==> config.mk <==
export PLATFORM = sky130hd
export DESIGN_NAME = enc_uart_reporter
export DESIGN_NICKNAME = d
export VERILOG_FILES = /design/src/rtl/enc_rpt_pkg.sv /design/src/rtl/enc_pos_counter.sv /design/src/rtl/enc_uart_reporter.sv
export SDC_FILE = /design/constraint.sdc
export NUM_CORES = 1
export LEC_CHECK = 0
export CORE_MARGIN = 2
export CORE_UTILIZATION = 40
export DETAILED_ROUTE_END_ITERATION = 7
export DONT_BUFFER_PORTS = 1
export HOLD_SLACK_MARGIN = 0.06
export PLACE_DENSITY = 0.63
export SYNTH_ARGS = -nofsm -noshare
export SYNTH_HDL_FRONTEND = slang
export SYNTH_SLANG_ARGS = --single-unit
==> constraint.sdc <==
create_clock -name clk -period 2.2 [get_ports clk]
set_input_delay 0.44 -clock clk [delete_from_list [all_inputs] [get_ports clk]]
set_output_delay 0.44 -clock clk [all_outputs]
set_load 0.005 [all_outputs]
==> src/rtl/enc_rpt_pkg.sv <==
// Shared types and constants for the encoder position reporter.
package enc_rpt_pkg;

    localparam int POS_W        = 16;
    localparam int FRAME_LEN    = 3;
    localparam int FRAME_LEN_CK = 4;
    localparam logic [7:0] DEFAULT_HEADER = 8'hA5;

    typedef enum logic [2:0] {
        ST_IDLE,
        ST_HDR,
        ST_HI,
        ST_LO,
        ST_CK,
        ST_GAP
    } state_t;

endpackage

==> src/rtl/enc_pos_counter.sv <==
// Signed rotary-encoder position accumulator; zero_req wins over step pulses, wraps in two's complement.
module enc_pos_counter
    import enc_rpt_pkg::*;
(
    input  logic                    clk,
    input  logic                    rst,
    input  logic                    cw_pulse,
    input  logic                    ccw_pulse,
    input  logic                    zero_req,
    output logic signed [POS_W-1:0] position
);

    always_ff @(posedge clk or posedge rst) begin
        if (rst) begin
            position <= '0;
        end else if (zero_req) begin
            position <= '0;
        end else if (cw_pulse && !ccw_pulse) begin
            position <= position + POS_W'(1);
        end else if (ccw_pulse && !cw_pulse) begin
            position <= position - POS_W'(1);
        end
    end

endmodule

==> src/rtl/enc_uart_reporter.sv <==
// Sends position frames over a byte-wide valid/ready TX link whenever the encoder position changes.
// Define ENC_RPT_CHECKSUM_EN to append an XOR checksum byte (4-byte frames instead of 3).
module enc_uart_reporter
    import enc_rpt_pkg::*;
#(
    parameter logic [7:0]  HEADER      = DEFAULT_HEADER,
    parameter int unsigned MIN_GAP_CYC = 120000
) (
    input  logic                    clk,
    input  logic                    rst,
    input  logic                    cw_pulse,
    input  logic                    ccw_pulse,
    input  logic                    zero_req,
    output logic [7:0]              tx_data,
    output logic                    tx_valid,
    input  logic                    tx_ready,
    output logic signed [POS_W-1:0] position,
    output logic                    busy
);

    localparam int GAP_W = (MIN_GAP_CYC < 2) ? 1 : $clog2(MIN_GAP_CYC + 1);
    localparam logic [GAP_W-1:0] GAP_LAST = GAP_W'(MIN_GAP_CYC - 1);

    state_t                   state, state_n;
    logic signed [POS_W-1:0]  snap, snap_n;
    logic signed [POS_W-1:0]  last_sent, last_sent_n;
    logic [7:0]               tx_data_n;
    logic                     tx_valid_n;
    logic [GAP_W-1:0]         gap_cnt, gap_cnt_n;
    logic                     xfer;

`ifdef ENC_RPT_CHECKSUM_EN
    function automatic logic [7:0] frame_ck(input logic [7:0] hdr, input logic [7:0] hi,
                                            input logic [7:0] lo);
        return hdr ^ hi ^ lo;
    endfunction
`endif

    enc_pos_counter u_pos (
        .clk       (clk),
        .rst       (rst),
        .cw_pulse  (cw_pulse),
        .ccw_pulse (ccw_pulse),
        .zero_req  (zero_req),
        .position  (position)
    );

    assign xfer = tx_valid & tx_ready;
    assign busy = (state != ST_IDLE);

    always_ff @(posedge clk or posedge rst) begin
        if (rst) begin
            state     <= ST_IDLE;
            snap      <= '0;
            last_sent <= '0;
            tx_data   <= 8'h00;
            tx_valid  <= 1'b0;
            gap_cnt   <= '0;
        end else begin
            state     <= state_n;
            snap      <= snap_n;
            last_sent <= last_sent_n;
            tx_data   <= tx_data_n;
            tx_valid  <= tx_valid_n;
            gap_cnt   <= gap_cnt_n;
        end
    end

    // Each byte state loads the following byte on the accepting edge, so bytes go back-to-back.
    always_comb begin
        state_n     = state;
        snap_n      = snap;
        last_sent_n = last_sent;
        tx_data_n   = tx_data;
        tx_valid_n  = tx_valid;
        gap_cnt_n   = gap_cnt;
        case (state)
            ST_IDLE: begin
                tx_valid_n = 1'b0;
                if (position != last_sent) begin
                    snap_n      = position;
                    last_sent_n = position;
                    tx_data_n   = HEADER;
                    tx_valid_n  = 1'b1;
                    state_n     = ST_HDR;
                end
            end
            ST_HDR: begin
                if (xfer) begin
                    tx_data_n = snap[15:8];
                    state_n   = ST_HI;
                end
            end
            ST_HI: begin
                if (xfer) begin
                    tx_data_n = snap[7:0];
                    state_n   = ST_LO;
                end
            end
            ST_LO: begin
                if (xfer) begin
`ifdef ENC_RPT_CHECKSUM_EN
                    tx_data_n = frame_ck(HEADER, snap[15:8], snap[7:0]);
                    state_n   = ST_CK;
`else
                    tx_valid_n = 1'b0;
                    gap_cnt_n  = '0;
                    state_n    = ST_GAP;
`endif
                end
            end
`ifdef ENC_RPT_CHECKSUM_EN
            ST_CK: begin
                if (xfer) begin
                    tx_valid_n = 1'b0;
                    gap_cnt_n  = '0;
                    state_n    = ST_GAP;
                end
            end
`endif
            ST_GAP: begin
                if (gap_cnt == GAP_LAST) begin
                    state_n = ST_IDLE;
                end else begin
                    gap_cnt_n = gap_cnt + GAP_W'(1);
                end
            end
            default: begin
                tx_valid_n = 1'b0;
                state_n    = ST_IDLE;
            end
        endcase
    end

endmodule

; Yosys cells after proc, flatten, opt, wreduce, memory -nomap -nowiden
; Index checks and enable logic that the tools add are counted.
[totals]
latchBits = 0
elab_cells = 57
out_inout_bits = 26
ram_bits = 0
memories = 0
romBits = 0
in_bits = 6
regBits = 61
[classes]
n_shift = 0
addsub = 3
div = 0
multipliers = 0
n_mux = 19
n_reduce_logical = 15
magnitude_cmp = 0
eq_ne = 12
bitwise = 2
[ops]
columns = op, count
row1 = 2-to-1 mux 16 bit, 3
row2 = 2-to-1 mux 17 bit, 2
row3 = case mux 17 bit (2 select lines), 1
row4 = 2-to-1 mux 8 bit, 3
row5 = case mux 8 bit (3 select lines), 1
row6 = "adder 17 x 1 -> 17 bit, second input constant", 1
row7 = "equality test 17 bit, second input constant", 1
row8 = "adder 16 x 2 -> 16 bit, second input constant", 1
row9 = != test 16 bit, 1
row10 = "subtractor 16 x 2 -> 16 bit, second input constant", 1
row11 = 2-to-1 mux 3 bit, 5
row12 = case mux 3 bit (5 select lines), 1
row13 = "!= test 2 bit, second input constant", 6
row14 = nonzero test 3 bit, 3
row15 = "equality test 3 x 2 -> 1 bit, second input constant", 2
row16 = AND reduction 5 bit, 1
row17 = AND reduction 2 bit, 2
row18 = AND reduction 4 bit, 1
row19 = "equality test 3 x 1 -> 1 bit, second input constant", 1
row20 = "equality test 3 bit, second input constant", 1
row21 = logical NOT 3 bit, 1
row22 = case mux 1 bit (3 select lines), 1
row23 = AND reduction 3 bit, 1
row24 = OR reduction 3 bit, 1
row25 = 6 further kinds, 9

; Longest topological paths before layout
; Gate-level depths: netlist of the first run.
[depth]
depth_word = 5
ltp_mapped = 9
mapped_depth_nobuf = 8

; By module
; A second synthesis of the first run with hierarchy kept.
[unflattened]
cells_unflattened = 393
hier_area_um2 = 3782.4
[modules_own_cells]
columns = module, seq_area_each_um2, instances, cells_per_inst, area_each_um2
row1 = enc_uart_reporter, 1126.1, 1, 235, 2357.3
row2 = enc_pos_counter, 400.4, 1, 158, 1425.1

; Worst setup path before layout of the first run
; OpenSTA, ideal clock, no wires.
[synth_path]
kind = in2reg
from = input ccw_pulse
to = register u_pos.position[10]
path_slack_ns = -0.279
path_buffers = 0
stages = 8
t_arrival_ns = 2.358
cell_sequence = nand2b_1 -> ha_1 -> a21o_1 -> and2_1 -> or2_2 -> a21oi_1 -> xnor2_1 -> a22o_1
[synth_between]
elab_chain_len = 4
word_cells_on_any_way = 6
cone_classes = 2 x mux / 4 x reduce/logical
[synth_rtl]
columns = item, line
row1 = from (decl), enc_uart_reporter.sv:12  ; input logic ccw_pulse,
row2 = logical NOT 1 bit, enc_pos_counter.sv:18  ; end else if (cw_pulse && !ccw_pulse) begin
row3 = logical AND 1 bit, enc_pos_counter.sv:18
row4 = 2-to-1 mux 16 bit, enc_pos_counter.sv:18
row5 = 2-to-1 mux 16 bit, enc_pos_counter.sv:16  ; end else if (zero_req) begin
row6 = to (signal assigned), enc_pos_counter.sv:19  ; position <= position + POS_W'(1);
row7 = to (signal assigned), enc_pos_counter.sv:21  ; position <= position - POS_W'(1);
row8 = to (decl), enc_pos_counter.sv:10  ; output logic signed [POS_W-1:0] position
; Parallel ways exist; a longest one is shown, timed or not.
; A chain may end at the register's enable or synchronous reset.

; Worst setup path after layout of the first run
[layout_path]
from = register u_pos.position[4]
to = register last_sent[13]
[layout_between]
elab_chain_len = 2
[layout_rtl]
columns = item, line
row1 = != test 16 bit, enc_uart_reporter.sv:80  ; if (position != last_sent) begin
row2 = AND reduction 2 bit (no source line), --
row3 = to (signal assigned), enc_uart_reporter.sv:62  ; last_sent <= last_sent_n;
row4 = to (decl), enc_uart_reporter.sv:26  ; logic signed [POS_W-1:0] last_sent, last_sent_n;
; Every way passes these cells.

==> flow_summary.json, run 1 <==
{
  "status": "complete, no violations",
  "fillers": 844,
  "r2r_slack_ns": 0.10,
  "diodes": 0,
  "antenna_found_initial": 0,
  "worstPathRequired_ns": 2.42,
  "worstPathArrival_ns": 2.32,
  "finalSetupTns_ns": 0,
  "portBuffers": 0,
  "slew_headroom_pct": 58.5,
  "slew_violations": 0,
  "grt_pass1_vias": 2828,
  "p_leak_nw": 2.01,
  "setup_ws_ns": 0.100,
  "yosys.cell_types.count": 53,
  "cts_hold_buf": 0,
  "vias": 3074,
  "clock_latency_ns": 0.34,
  "layout.nets": 455,
  "grtUsageMet3_pct": 4.74,
  "pwr-share-seq_pct": 35.1,
  "placementRows": 35,
  "synth_area_per_cell_um2": 9.43,
  "synthArstFlopShare_pct": 100,
  "area_growth_pct": 17.0,
  "finalWeightedCongestion": 0.875,
  "final_cell_area_um2": 4340,
  "drc": 0,
  "multi_input_area_um2": 2120,
  "clockBufferDepth": 2,
  "hold_class": "input port to async pin",
  "switching_power_mw": 2.59,
  "drtPass1Iterations": 4,
  "synthFlopType": "dfrtp_1",
  "rr_endpoint": "last_sent[13]",
  "wl_per_cell_um": 15.7,
  "cp_max_fo": 21,
  "core_um2": 9110,
  "via_per_inst": 5.64,
  "rsz0062_at_grt": "no",
  "power_mw": 6.31,
  "max-vdd-ir-drop_v": 0.000607,
  "synth_edf_count": 0,
  "syn_area_um2": 3710,
  "power.internal_mw": 3.72,
  "h-tree-depth": 3,
  "synth_common_cells": "dfrtp_1, o21ai_0, nor2_1",
  "yosysWarnings": 0,
  "min_period_ns": 2.10,
  "clkTransAtPathRegs_ns": 0.07,
  "drt-total-wl_um": 8540,
  "synth_area_leaders": "dfrtp_1, ha_1, xor2_1",
  "cts_buffers": 9,
  "io_pins": 32,
  "grtUsageMet1_pct": 26.2,
  "track_usage_pct": 18.0,
  "gr-usage-met2_pct": 26.4,
  "clock_power_share_pct": 15.1,
  "cellPowerDensity_nw_per_um2": 1450,
  "reg2reg_depth": 6,
  "cts_root_buffer": "clkbuf_8",
  "post-place-ws_ns": -0.122,
  "p_comb_share_pct": 49.7,
  "whs_ns": 0.0533,
  "hold_violations": 0,
  "grt_max_degree": 34,
  "first_iter_violations": 145,
  "setup_viol": 0,
  "crit_path_end_kind": "register",
  "dpl.hpwl_um": 6410,
  "synth.ff_latch_count": 61,
  "worst_pin_slew_ns": 0.622,
  "yosys.area.top_type": "dfrtp_1",
  "postSynthCellCount": 393,
  "top_usage_layer": "met2",
  "die_area_um2": 10100,
  "yosysSeqAreaShare_pct": 41.2,
  "crit-reg2reg-launch": "u_pos.position[4]",
  "cts_tree": "done",
  "synthesis.nets": 418,
  "start_kind": "register",
  "antenna_left": 0,
  "grt_pass1_wl_um": 14400,
  "swShare_pct": 41.1,
  "min_period_over_period_pct": 95.4,
  "die_y_um": 100,
  "start_util_pct": 40.7,
  "cts.sinks": 61,
  "skew_ns": 0.00871,
  "max_clock_freq_mhz": 476,
  "seqCellArea_um2": 1530,
  "synth_top_area_share_pct": 41.2,
  "worst-setup-path-type": "register to register",
  "cap_violations": 0,
  "drive_above_1_share_pct": 19.4,
  "overflow": 0,
  "synth_most_common_cell": "dfrtp_1",
  "die_w_um": 100,
  "place_area_um2": 4130
}
==> worst max-delay path, cell delays in order (launching register included) <==
cell and delay (ns):
dfrtp_1 0.47, xor2_1 0.18, nor4_1 0.32, nand4_1 0.27, nand2b_1 0.20, buf_12 0.18
mux2_2 0.35
==> logic make-up (layout without fill, tap and decap cells) <==
group,Yosys count,count (layout),share of synthesized area [%]
flops,61,61,41.2
fa+ha+maj,19,19,6.62
simple gates,128,128,17.0
mux,16,16,4.86
buf+inv,22,63,2.36
compound gates,117,117,20.8
xor+xnor,30,30,7.09
==> how the worst max path moves through the flow <==
stage	start	to	slack, ns	cells past startpoint
after floorplan	ccw_pulse	u_pos.position[10]	0.03	8
after global placement	ccw_pulse	u_pos.position[12]	-0.06	9
after detailed placement	ccw_pulse	u_pos.position[12]	-0.12	9
after CTS	u_pos.position[4]	u_pos.position[13]	0.05	7
after global routing	u_pos.position[1]	u_pos.position[11]	0.002	7
final	u_pos.position[4]	last_sent[13]	0.10	6
==> routing by layer <==
layer	vias up	wire length, um
li1	1528	-
met1	1485	4190
met2	55	3870
met3	6	380
met4	0	93
met5	-	0
==> flip-flops by register name, indices dropped and copies added, names as in the netlist <==
signal / count
gap_cnt: 17
last_sent: 16
u_pos.position: 16
tx_data: 8
state: 3
tx_valid: 1
==> repair_timing <==
item	4_1_cts	5_1_grt
endpoints found under the setup margin	0	12
setup buffers	0	0
gates resized for setup	0	5
==> power by group through the flow <==
stage,Sequential [mW],Combinational (mW),Clock (mW)
finish,2.22,3.14,0.954
global route,2.31,3.53,1.02
CTS,2.22,3.13,0.976
detailed placement,2.23,3.10,0
global placement,2.21,3.05,0
floorplan,2.07,2.18,0
==> through the flow <==
stage	utilization, %	std cells
2_1_floorplan	-	393
3_3_place_gp	45.4	530
3_5_place_dp	45.4	530
4_1_cts	47.4	545
5_1_grt	47.6	545
6_report	47.6	545
==> final cells by class <==
class | instances | share of cell area (%)
clock inverter | 6 | 1.50
tap | 111 | 3.20
multi-input combinational | 310 | 48.8
timing repair buffer | 40 | 7.79
sequential | 61 | 35.2
inverter | 8 | 0.692
clock buffer | 9 | 2.86
==> placed cells by master (no fill, tap or decap), types with 15 or more instances in the layout <==
cell type / Yosys / final
mux2_2: 15 / 15
o21ai_0: 34 / 33
nand2_1: 30 / 30
dfrtp_1: 61 / 61
buf_4: 0 / 37
xor2_1: 22 / 22
nand3_1: 15 / 15
a21oi_1: 22 / 21
ha_1: 18 / 18
nor2_1: 32 / 32
Power figures use the tool's default switching activity.
==> inputs of run 2 (changes only) <==
--- a/config.mk
+++ b/config.mk
@@ -11,6 +11,7 @@
 export DONT_BUFFER_PORTS = 1
 export HOLD_SLACK_MARGIN = 0.06
 export PLACE_DENSITY = 0.63
+export RECOVER_POWER = 25
 export SYNTH_ARGS = -nofsm -noshare
 export SYNTH_HDL_FRONTEND = slang
 export SYNTH_SLANG_ARGS = --single-unit
==> flow_summary.json, run 2 (same netlist as run 1, synthesis figures left out) <==
{
  "path_depth": 6,
  "final_common_cell": "dfrtp_1",
  "timing.critical_path.buf_inv": 1,
  "max-vdd-ir-drop_v": 0.000607,
  "drtPass1Iterations": 4,
  "hold_class": "input port to register",
  "final_cell_mix": "dfrtp_1, buf_4, o21ai_0, nor2_1, nand2_1",
  "cp_max_fo": 21,
  "seqCellArea_um2": 1530,
  "overflow": 0,
  "worstPathRequired_ns": 2.42,
  "setup_ws_ns": 0.100,
  "die_y_um": 100,
  "clkTransAtPathRegs_ns": 0.07,
  "min_period_ns": 2.10,
  "dpl.hpwl_um": 6410,
  "vias": 3088,
  "postCtsSetupBuffers": 0,
  "dr.max_layer_used": "met4",
  "core_um2": 9110,
  "crit_path_end_kind": "register",
  "setup.worst_path.start": "u_pos.position[4]",
  "r2r_slack_ns": 0.10,
  "slew_headroom_pct": 28.4,
  "wl_met1_um": 4210,
  "die_w_um": 100,
  "whs_ns": 0.153,
  "placementRows": 35,
  "grt_pass1_vias": 2828,
  "top_regs": "gap_cnt: 17 flops, last_sent: 16 flops, u_pos.position: 16 flops",
  "place_inst": 530,
  "top_register": "gap_cnt",
  "diodes": 0,
  "rsz0062_at_grt": "no",
  "first_iter_violations": 136,
  "worstPathArrival_ns": 2.32,
  "cp_slowest_stage_delay_ns": 0.47,
  "antenna_found_initial": 0,
  "p_leak_nw": 2.01,
  "post-place-ws_ns": -0.122,
  "cts_tree": "done",
  "area_growth_pct": 16.6,
  "power_mw": 6.31,
  "cts_root_buffer": "clkbuf_8",
  "h-tree-depth": 3,
  "slew_violations": 0,
  "met2_length_um": 3880,
  "max_clock_freq_mhz": 476,
  "met3_length_um": 398,
  "finalSetupTns_ns": 0,
  "grt_pass1_wl_um": 14400,
  "multi_input_area_um2": 2120,
  "die_area_um2": 10100,
  "worst_pin_slew_ns": 1.07,
  "io_pins": 32,
  "drc": 0,
  "final_util_pct": 47.5,
  "portBuffers": 0,
  "cts_buffers": 9,
  "setup_viol": 0,
  "drive_above_1_share_pct": 19.1,
  "crit_end": "last_sent[13]",
  "crit-reg2reg-launch": "u_pos.position[4]",
  "cts.sinks": 61,
  "start_kind": "register",
  "rr_endpoint": "last_sent[13]",
  "hold_violations": 0,
  "status": "complete, no violations",
  "finalWeightedCongestion": 0.875,
  "place_area_um2": 4130,
  "clock_latency_ns": 0.34,
  "antenna_left": 0,
  "grt_max_degree": 34,
  "reg2reg_depth": 6,
  "layoutNonFillerInstCount": 545,
  "cpLargestDelayFamily": "simple AND/OR/NAND/NOR gates",
  "min_period_over_period_pct": 95.5,
  "via_per_inst": 5.67,
  "worst-setup-path-type": "register to register",
  "clockBufferDepth": 2,
  "start_util_pct": 40.7,
  "wl_per_cell_um": 15.8,
  "track_usage_pct": 18.0,
  "cellPowerDensity_nw_per_um2": 1460,
  "cp_slowest_cell": "dfrtp_1",
  "largest_reg_flops": 17,
  "drt-total-wl_um": 8580,
  "fillers": 846,
  "cap_violations": 0,
  "crit_chain": "xor2_1, nor4_1, nand4_1, nand2b_1, buf_12, mux2_2",
  "skew_ns": 0.00866,
  "final_cell_area_um2": 4320,
  "layout.nets": 455
}
==> run 2: cell count changes in the layout (fill, tap and decap cells not counted) <==
cell	previous run	this run
clkbuf_2	0	1
buf_12	3	2
inv_1	7	8
inv_2	1	0
==> run 2: worst min-delay path by stage <==
stage / slack [ns] / depth (start not counted) / from / end
floorplan: 0.44 / 1 / gap_cnt[16] / gap_cnt[16]
global placement: 0.44 / 1 / rst / tx_data[0]
detailed placement: 0.44 / 1 / rst / tx_data[0]
CTS: 0.07 / 1 / rst / tx_data[0]
global route: 0.13 / 1 / zero_req / u_pos.position[0]
finish: 0.15 / 1 / zero_req / u_pos.position[0]
==> run 2: area by class of cell <==
cell class | count | area share (%)
Sequential cell | 61 | 35.3
Inverter | 8 | 0.695
Timing Repair Buffer | 40 | 7.47
Multi-Input combinational cell | 310 | 48.9
Tap cell | 111 | 3.21
Clock inverter | 6 | 1.51
Clock buffer | 9 | 2.87
==> run 2: routing by layer <==
layer	GRT usage (%)	up-vias
met4	5.16	0
met3	4.74	9
met1	26.2	1502
li1	-	1523
met2	26.4	54
met5	0	-
==> run 2: report_power, final <==
group / switching [mW] / internal, mW / total [mW]
Clock: 0.441 / 0.515 / 0.957
Sequential: 0.609 / 1.61 / 2.22
Combinational: 1.55 / 1.59 / 3.14
==> run 2: what timing repair did <==
| item | CTS | global route |
|---|---|---|
| hold endpoints to repair | 0 | 0 |
| hold buffers | 0 | 0 |
| setup endpoints to repair | 0 | 12 |
| resized for setup | 0 | 5 |
==> inputs of run 3 (changes only) <==
--- a/config.mk
+++ b/config.mk
@@ -6,11 +6,11 @@
 export NUM_CORES = 1
 export LEC_CHECK = 0
 export CORE_MARGIN = 2
-export CORE_UTILIZATION = 40
+export CORE_UTILIZATION = 45
+export CTS_CLUSTER_SIZE = 25
 export DETAILED_ROUTE_END_ITERATION = 7
-export DONT_BUFFER_PORTS = 1
 export HOLD_SLACK_MARGIN = 0.06
-export PLACE_DENSITY = 0.63
+export PLACE_DENSITY = 0.74
 export RECOVER_POWER = 25
 export SYNTH_ARGS = -nofsm -noshare
 export SYNTH_HDL_FRONTEND = slang
==> flow_summary.json, run 3 (same netlist as run 1, synthesis figures left out) <==
{
  "worst-setup-path-type": "input port to register",
  "dpl.hpwl_um": 6670,
  "top_regs": "gap_cnt: 17 flops, last_sent: 16 flops, u_pos.position: 16 flops",
  "cts_root_buffer": "clkbuf_8",
  "cp_max_fo": 6,
  "die_y_um": 94.8,
  "layoutNonFillerInstCount": 580,
  "cellPowerDensity_nw_per_um2": 1430,
  "drc": 0,
  "whs_ns": 0.508,
  "worstPathRequired_ns": 2.42,
  "cp_slowest_stage_delay_ns": 0.29,
  "layout.nets": 496,
  "skew_ns": 0.0127,
  "placementRows": 33,
  "slew_violations": 0,
  "place_inst": 562,
  "multi_input_area_um2": 2200,
  "clkTransAtPathRegs_ns": 0.07,
  "antenna_found_initial": 0,
  "antenna_left": 0,
  "grtUsageMet1_pct": 29.4,
  "cts_tree": "done",
  "rsz0062_at_grt": "no",
  "clockBufferDepth": 2,
  "seqCellArea_um2": 1530,
  "final_util_pct": 59.0,
  "cts.sinks": 61,
  "cap_violations": 0,
  "finalWeightedCongestion": 0.878,
  "min_period_over_period_pct": 94.6,
  "setup_viol": 0,
  "area_growth_pct": 28.9,
  "overflow": 0,
  "grt_pass1_wl_um": 15500,
  "hold_violations": 0,
  "die_area_um2": 8980,
  "drive_above_1_share_pct": 21.1,
  "diodes": 0,
  "io_pins": 32,
  "portBuffers": 31,
  "status": "complete, no violations",
  "worst_pin_slew_ns": 1.09,
  "worstPathArrival_ns": 2.30,
  "crit_path_end_kind": "register",
  "min_period_ns": 2.08,
  "h-tree-depth": 3,
  "core_um2": 8090,
  "die_w_um": 94.8,
  "top_register": "gap_cnt",
  "finalSetupTns_ns": 0,
  "grt_max_degree": 41,
  "first_iter_violations": 121,
  "gr-usage-met2_pct": 35.7,
  "max-vdd-ir-drop_v": 0.000770,
  "drtPass1Iterations": 4,
  "crit_chain": "clkdlybuf4s15_1, nand2b_4, bufbuf_16, ha_4, a21oi_1, o21ai_4, nor3_1, a21oi_1, xor2_1, a22o_1",
  "via_per_inst": 5.70,
  "wl_per_cell_um": 15.5,
  "crit_path_frequent_cell": "a21oi_1",
  "slew_headroom_pct": 27.0,
  "drt-total-wl_um": 9020,
  "max_clock_freq_mhz": 481,
  "final_common_cell": "dfrtp_1",
  "largest_reg_flops": 17,
  "final_cell_mix": "dfrtp_1, buf_4, nor2_1, o21ai_0, nand2_1",
  "hold_class": "register to register",
  "clock_latency_ns": 0.34,
  "vias": 3305,
  "top_usage_layer": "met2",
  "start_util_pct": 45.8,
  "p_leak_nw": 2.18,
  "cp_slowest_cell": "bufbuf_16",
  "cts_buffers": 9,
  "grtUsageMet3_pct": 2.87,
  "fillers": 695,
  "final_cell_area_um2": 4780,
  "place_area_um2": 4460,
  "grt_pass1_vias": 3270,
  "start_kind": "input port",
  "track_usage_pct": 22.0
}
[run 3: changes by cell type in the layout (fill, tap and decap cells not counted), sizes merged, moves of 2 or more]
| cell | change |
|---|---|
| clkdlybuf4s50 | +28 |
| buf | +7 |
| clkbuf | +3 |
| clkdlybuf4s15 | +2 |
| clkinv | -2 |
[run 3: cell type report]
cell class / instances / share of cell area [%]
clock inverter: 4 / 0.524
inverter: 8 / 0.628
sequential: 61 / 31.9
clock buffer: 11 / 2.96
multi-input combinational: 311 / 46.1
timing repair buffer: 80 / 15.1
tap: 105 / 2.75
[run 3: final timing paths]
path                                   start            endpoint  slack, ns  cells past startpoint
max                                ccw_pulse  u_pos.position[12]       0.12                     10
min                              gap_cnt[16]         gap_cnt[16]       0.51                      1
max reg2reg                u_pos.position[3]       last_sent[13]       0.15                      6
min reg2reg                      gap_cnt[16]         gap_cnt[16]       0.51                      1
max in group asynchronous                rst          gap_cnt[3]       0.63                      3
min in group asynchronous                rst          tx_data[7]       0.85                      3
[run 3: metrics by stage]
stage	total power [mW]	setup slack (ns)
global placement	5.63	-0.561
detailed placement	5.76	-0.679
finish	6.83	0.119
floorplan	4.25	0.0315
CTS	6.78	0.0870
global route	7.39	0.0114
[run 3: repair_timing]
action                                  CTS  global route
buffers inserted                          1             0
pin swaps                                 3             6
endpoints found under the setup margin    9            16
resized for setup                        17             8
hold buffers                              0             0
gates cloned                              2             0
[run 3: report_power, final]
group / internal [mW] / switching (mW)
logic: 2.05 / 1.71
clock network: 0.429 / 0.426
registers: 1.61 / 0.605
total: 4.09 / 2.74
[run 3: routing by layer]
metal  share of wire [%]  vias up  wire length [um]
met1                  46     1594              4170
met5                   0        -                 0
met4                 2.3        0               208
met2                  47       92              4280
met3                 4.0       19               357
li1                    -     1600                 -
[run 3: critical path, delay by kind of cell]
family                   cells  cell delay [ns]
AND/OR/NAND/NOR              2             0.35
adder cells (fa/ha/maj)      1             0.23
AO/OA/AOI/OAI                4             0.63
buffers and inverters        2             0.49
XOR/XNOR                     1             0.15
